**config.mk**
```make
export PLATFORM = sky130hd
export DESIGN_NAME = alu_result_framer
export DESIGN_NICKNAME = d
export VERILOG_FILES = /design/src/rtl/alu_result_framer.sv
export SDC_FILE = /design/constraint.sdc
export NUM_CORES = 1
export LEC_CHECK = 0
export ABC_CLOCK_PERIOD_IN_PS = 2490
export BUFFER_PORTS_ARGS = -buffer_cell sky130_fd_sc_hd__buf_2
export CORE_ASPECT_RATIO = 0.75
export CORE_MARGIN = 2
export CORE_UTILIZATION = 40
export DETAILED_ROUTE_END_ITERATION = 8
export PLACE_DENSITY = 0.71
export SLEW_MARGIN = 10
export SYNTH_ARGS = -nofsm -noshare
export SYNTH_HDL_FRONTEND = slang
export SYNTH_SLANG_ARGS = --single-unit
```
**constraint.sdc**
```tcl
create_clock -name clk -period 2.49 [get_ports clk]
set_input_delay 0.1245 -clock clk [delete_from_list [all_inputs] [get_ports clk]]
set_output_delay 0.1245 -clock clk [all_outputs]
set_load 0.02 [all_outputs]
```
**src/rtl/alu_result_framer.sv**
```systemverilog
// ALU result framer: buffers 16-bit ALU results in a small circular FIFO and
// serialises each one to a UART TX as two bytes, LSB first. A one-cycle gap
// separates consecutive bytes. Results that arrive while the FIFO is full are
// dropped and flagged on a sticky overflow bit.
//
// state   | meaning
// IDLE    | nothing to send; waiting for a buffered entry
// SEND_LO | offering head[7:0]; first cycle after IDLE is a setup cycle
// GAP     | one dead cycle between LSB and MSB
// SEND_HI | offering head[15:8]; entry is popped when this byte is accepted
// GAP_END | one dead cycle after the MSB; decide whether to continue
module alu_result_framer #(
    parameter int DEPTH = 2
) (
    input  logic        clk,
    input  logic        rst,
    input  logic [15:0] alu_out,
    input  logic        alu_valid,
    input  logic        tx_busy,
    input  logic        clr_ovf,
    output logic [7:0]  tx_data,
    output logic        tx_valid,
    output logic [2:0]  pend_count,
    output logic        overflow,
    output logic        busy
);

    localparam int PW = (DEPTH > 2) ? 2 : 1;
    localparam logic [PW-1:0] LAST_PTR = PW'(DEPTH - 1);
    localparam logic [2:0] FULL_CNT = 3'(DEPTH);

    typedef enum logic [2:0] {
        IDLE,
        SEND_LO,
        GAP,
        SEND_HI,
        GAP_END
    } state_t;

    state_t state, state_nxt;

    logic [15:0]   mem [DEPTH];
    logic [PW-1:0] wr_ptr, rd_ptr;
    logic [15:0]   head;
    logic          full, accept, push, pop, drop;
    logic          tx_valid_nxt;
    logic [7:0]    tx_data_nxt;

    assign head   = mem[rd_ptr];
    assign full   = (pend_count == FULL_CNT);
    assign accept = tx_valid & ~tx_busy;
    // The head leaves the FIFO only once its MSB has been taken by the UART.
    assign pop    = (state == SEND_HI) & accept;
    // A pop on the same edge frees the slot, so a full FIFO can still accept.
    assign push   = alu_valid & (~full | pop);
    assign drop   = alu_valid & full & ~pop;
    assign busy   = (pend_count != 3'd0) || (state != IDLE);

    // Next-state and next-output decode for the byte serialiser.
    always_comb begin
        state_nxt    = state;
        tx_valid_nxt = tx_valid;
        tx_data_nxt  = tx_data;
        case (state)
            IDLE: begin
                tx_valid_nxt = 1'b0;
                if (pend_count != 3'd0) begin
                    state_nxt = SEND_LO;
                end
            end
            SEND_LO: begin
                if (accept) begin
                    state_nxt    = GAP;
                    tx_valid_nxt = 1'b0;
                end else if (!tx_valid) begin
                    tx_valid_nxt = 1'b1;
                    tx_data_nxt  = head[7:0];
                end
            end
            GAP: begin
                state_nxt    = SEND_HI;
                tx_valid_nxt = 1'b1;
                tx_data_nxt  = head[15:8];
            end
            SEND_HI: begin
                if (accept) begin
                    state_nxt    = GAP_END;
                    tx_valid_nxt = 1'b0;
                end
            end
            GAP_END: begin
                // The head pointer has already advanced, so head is the next entry.
                if (pend_count != 3'd0) begin
                    state_nxt    = SEND_LO;
                    tx_valid_nxt = 1'b1;
                    tx_data_nxt  = head[7:0];
                end else begin
                    state_nxt    = IDLE;
                    tx_valid_nxt = 1'b0;
                end
            end
            default: begin
                state_nxt    = IDLE;
                tx_valid_nxt = 1'b0;
            end
        endcase
    end

    // Serialiser state and registered TX outputs.
    always_ff @(posedge clk or negedge rst) begin
        if (!rst) begin
            state    <= IDLE;
            tx_valid <= 1'b0;
            tx_data  <= 8'h00;
        end else begin
            state    <= state_nxt;
            tx_valid <= tx_valid_nxt;
            tx_data  <= tx_data_nxt;
        end
    end

    // FIFO pointers, occupancy and the sticky overflow flag.
    always_ff @(posedge clk or negedge rst) begin
        if (!rst) begin
            wr_ptr     <= '0;
            rd_ptr     <= '0;
            pend_count <= 3'd0;
            overflow   <= 1'b0;
        end else begin
            if (push) begin
                wr_ptr <= (wr_ptr == LAST_PTR) ? '0 : wr_ptr + 1'b1;
            end
            if (pop) begin
                rd_ptr <= (rd_ptr == LAST_PTR) ? '0 : rd_ptr + 1'b1;
            end
            pend_count <= pend_count + 3'(push) - 3'(pop);
            if (drop) begin
                overflow <= 1'b1;
            end else if (clr_ovf) begin
                overflow <= 1'b0;
            end
        end
    end

    // Entry storage; contents need no reset since occupancy gates every read.
    always_ff @(posedge clk) begin
        if (push) begin
            mem[wr_ptr] <= alu_out;
        end
    end

endmodule
```
==> results.md <==
* Critical Path Sink Type: flop
* Maximum level of the CTS H-tree at 2
* Area occupied by multi-input gates at between 500 and 600 µm²
* Worst Path Required at about 2700 ps
* Number of DRC violations after detailed-routing iteration 0 at 78
* Final Util at between 40% and 50%
* Post-DP HPWL at 2484 µm
* Number of input and output port buffers inserted at 34
* Post-CTS Repair Setup Buffers at 0
* Clock-pin slew on the worst setup and hold paths at around 90 ps
* Post-synthesis cell area at 2048 µm²
* Area of the die at ~5700 µm²
* Most common cell after layout, fill and taps aside: sky130_fd_sc_hd__buf_2
* Reg-to-Reg Start: pend_count[0]$_DFF_PN0_
* Routed vias/inst at 5.120
* Warnings, synthesis at 0
* Count of final setup violators at 0
* Number of buffers on the longest clock path at 2
* TritonRoute pass-1 iters at 4
* Signed area change from the synthesized netlist to the final layout at 18.51%
* CTS sink cnt at 50
* # diodes at 0
* Share of post-route cells with drive strength above 1 at 38.85%
* Path category of the worst min-delay check: primary input to flop
* ANT nets after route at 0
* CTS Root Cell: sky130_fd_sc_hd__clkbuf_8
* Insertion delay of the later-clocked pin in the worst-skew pair at ~290 ps
* Overflow after GRT at 0
* Capturing instance or port of the critical path: pend_count[2]$_DFF_PN0_
* Final net count at 180
* Setup TNS at 0 ps
* Crit Path Max Fanout at 4
* Remaining design rule violation count at 0
* Boundary pin count at 35
* Number of global-route vias before repair at about 1100
* Class of the most critical setup path: flop to flop
* Capture point of the worst reg-to-reg path: pend_count[2]$_DFF_PN0_
* Vias post-DR at 1111
* GPL Wtd Cong at ~0.76
* FF-to-FF setup slack at approximately 170 ps
* Max-cap violations at 0
* Clock buffer count from CTS at 5
* Cells after Synth at ~110
* Final number of hold-violating endpoints at 0
* Max Slew Vio Count at 0
* VDD IR-drop max at around 0.38 mV
* Portion of the clock cycle consumed by the worst path in the final layout at a little over 90%
* Power density over cell area at around 1200 nW/µm²
* Final critical-path required period at about 2300 ps
* Slowest Stage Delay on Critical Path at 510 ps
* Mean instance size in the synthesized netlist at between 15 and 20 µm²
* Commonest cells after routing, fill and taps aside: 34 x sky130_fd_sc_hd__buf_2, 32 x sky130_fd_sc_hd__edfxtp_1, 18 x sky130_fd_sc_hd__dfrtp_1
* Synth unique cells at 33
* Routed length per placed instance at around 16 µm
* Relative slew slack at 47.99%
* Footprint of the flip-flops and latches at ~1400 µm²
* Total wire length at 3489 µm
* Critical path launch point: pend_count[0]$_DFF_PN0_
* Horizontal die dimension at between 80 and 90 µm
* Height of the die at about 66 µm
* Crit-path slowest cell: sky130_fd_sc_hd__or3b_2
* Core Footprint at 4900 µm²
* Clock tree from TritonCTS: done
* Startpoint kind of the worst setup timing path: flop
* Number of nets produced by synthesis at 137
* Initial antenna violation count at 0
* Arrival @ worst endpoint at roughly 2500 ps
* Tot GR Track Use at a little over an eighth
* Initial cell density of the core at between 40% and 50%
* Total Power Consumption at about 3.0 mW
* Slew at the pin closest to its max-slew limit at about 800 ps
* Fill cells at ~420
* Post-synthesis sequential area ratio at a little under 70%
* Run status: complete, no violations
* Peak clock frequency supported by timing at around 430 MHz
* Cells along the critical path: or3b_2 -> a22oi_2 -> ha_1 -> inv_1 -> ha_1 -> fa_1 -> xnor2_1 -> xnor2_1
* Clock skew at around 7.6 ps
* Non-filler cells in the finished layout at around 220
* Maximum number of pins on one net before global-route repair at 19
* Depth of the worst register-to-register path at 8
* Row count at 22
* Leakage power total at 0.9711 nW
* Register bit total from synthesis at 50
* Placed instance count at around 210
* Unrepaired setup endpoints after global routing: false
* Wire length of the first global-routing pass at 5520 µm
## flip-flops by register name, summed over array words and instances (netlist names)
signal	count
mem	32
tx_data	8
pend_count	3
state	3
overflow	1
rd_ptr	1
tx_valid	1
wr_ptr	1
## metal layers
| metal | vias to the layer above | global-route usage, % | part of all wire (%) |
|---|---|---|---|
| met5 | - | 0 | 0 |
| met4 | 0 | 2.539 | 0.11 |
| met1 | 554 | 15.07 | 40 |
| met2 | 37 | 23.85 | 53 |
| met3 | 2 | 4.120 | 6.8 |
| li1 | 518 | - | - |
## worst min-delay path by stage
stage	end	depth (start not counted)	slack, ps	startpoint
3_5_place_dp	pend_count[0]$_DFF_PN0_	1	90	rst
4_1_cts	overflow$_DFFE_PN0P_	2	5	clr_ovf
6_report	overflow$_DFFE_PN0P_	2	20	clr_ovf
3_3_place_gp	pend_count[2]$_DFF_PN0_	1	80	rst
5_1_grt	mem[1][7]$_DFFE_PP_	1	2	alu_out[7]
2_1_floorplan	overflow$_DFFE_PN0P_	0	-170	rst
## timing repair
item,in CTS,in global routing
endpoints found under the setup margin,0,1
hold buffers,1,1
gates resized for setup,0,1
endpoints found under the hold margin,18,2
## area by class of cell
cell class	instances	share of cell area (%)
clock buffer	5	2.835
sequential	50	58.14
clock inverter	3	1.856
inverter	7	1.082
timing repair buffer	40	9.072
tap	60	3.093
multi-input combinational	52	23.92
## cell usage after synthesis
cell | n | area [µm²]
sky130_fd_sc_hd__or3_4 | 1 | 11.26
sky130_fd_sc_hd__and3_1 | 2 | 12.51
sky130_fd_sc_hd__fa_1 | 1 | 20.02
sky130_fd_sc_hd__nor3b_1 | 1 | 7.510
sky130_fd_sc_hd__edfxtp_1 | 32 | 960.9
sky130_fd_sc_hd__a31oi_1 | 1 | 6.260
sky130_fd_sc_hd__o32ai_1 | 1 | 8.760
sky130_fd_sc_hd__buf_4 | 1 | 7.510
sky130_fd_sc_hd__nand2b_1 | 1 | 6.260
sky130_fd_sc_hd__or3b_1 | 1 | 8.760
sky130_fd_sc_hd__and2_1 | 1 | 6.260
sky130_fd_sc_hd__a22oi_1 | 1 | 7.510
sky130_fd_sc_hd__o22ai_1 | 1 | 6.260
sky130_fd_sc_hd__or3b_2 | 1 | 8.760
sky130_fd_sc_hd__nor2b_1 | 1 | 6.260
sky130_fd_sc_hd__buf_6 | 2 | 22.52
sky130_fd_sc_hd__ha_1 | 2 | 25.02
sky130_fd_sc_hd__o21ai_0 | 2 | 10.01
sky130_fd_sc_hd__mux4_1 | 5 | 131.4
sky130_fd_sc_hd__buf_2 | 1 | 5.000
sky130_fd_sc_hd__mux2_2 | 8 | 90.09
sky130_fd_sc_hd__nand2_1 | 2 | 7.510
sky130_fd_sc_hd__inv_1 | 7 | 26.28
sky130_fd_sc_hd__a311oi_4 | 1 | 26.28
sky130_fd_sc_hd__xor2_1 | 1 | 8.760
sky130_fd_sc_hd__a21oi_1 | 1 | 5.000
sky130_fd_sc_hd__xnor2_1 | 4 | 35.03
sky130_fd_sc_hd__nand3b_1 | 1 | 7.510
sky130_fd_sc_hd__and3b_1 | 2 | 17.52
sky130_fd_sc_hd__dfrtp_1 | 18 | 450.4
sky130_fd_sc_hd__nor4b_1 | 1 | 8.760
sky130_fd_sc_hd__mux4_2 | 3 | 67.56
sky130_fd_sc_hd__nor2_1 | 5 | 18.77
## through the flow
step           hold WS (ps)  cell area (µm²)  worst slack (ps)
6_report              15.38             2427             175.0
3_5_place_dp          88.72             2288             108.6
2_1_floorplan        -171.1             2048             62.04
4_1_cts               4.768             2412             95.30
5_1_grt               1.830             2427             1.742
3_3_place_gp          79.92             2288             266.1
## kinds of logic after synthesis
group | synth area share [%]
adder cells (fa/ha/maj) | 2.199
flip-flops | 68.91
XOR/XNOR | 2.138
AND/OR/NAND/NOR | 6.232
AO/OA/AOI/OAI | 3.422
multiplexers | 14.11
buffers and inverters | 2.993
## critical path, delay by kind of cell (launching register included)
family	cells	cell delay, ps
buffers and inverters	1	40
AO/OA/AOI/OAI	1	230
adder cells (fa/ha/maj)	3	720
XOR/XNOR	2	320
AND/OR/NAND/NOR	1	510
flip-flops	1	420
## report_power, final
| part | switching, mW | internal, mW |
|---|---|---|
| sequential | 0.171 | 1.19 |
| combinational | 0.560 | 0.535 |
| clock | 0.264 | 0.299 |
| total | 0.995 | 2.03 |
Power figures use the tool's default switching activity.
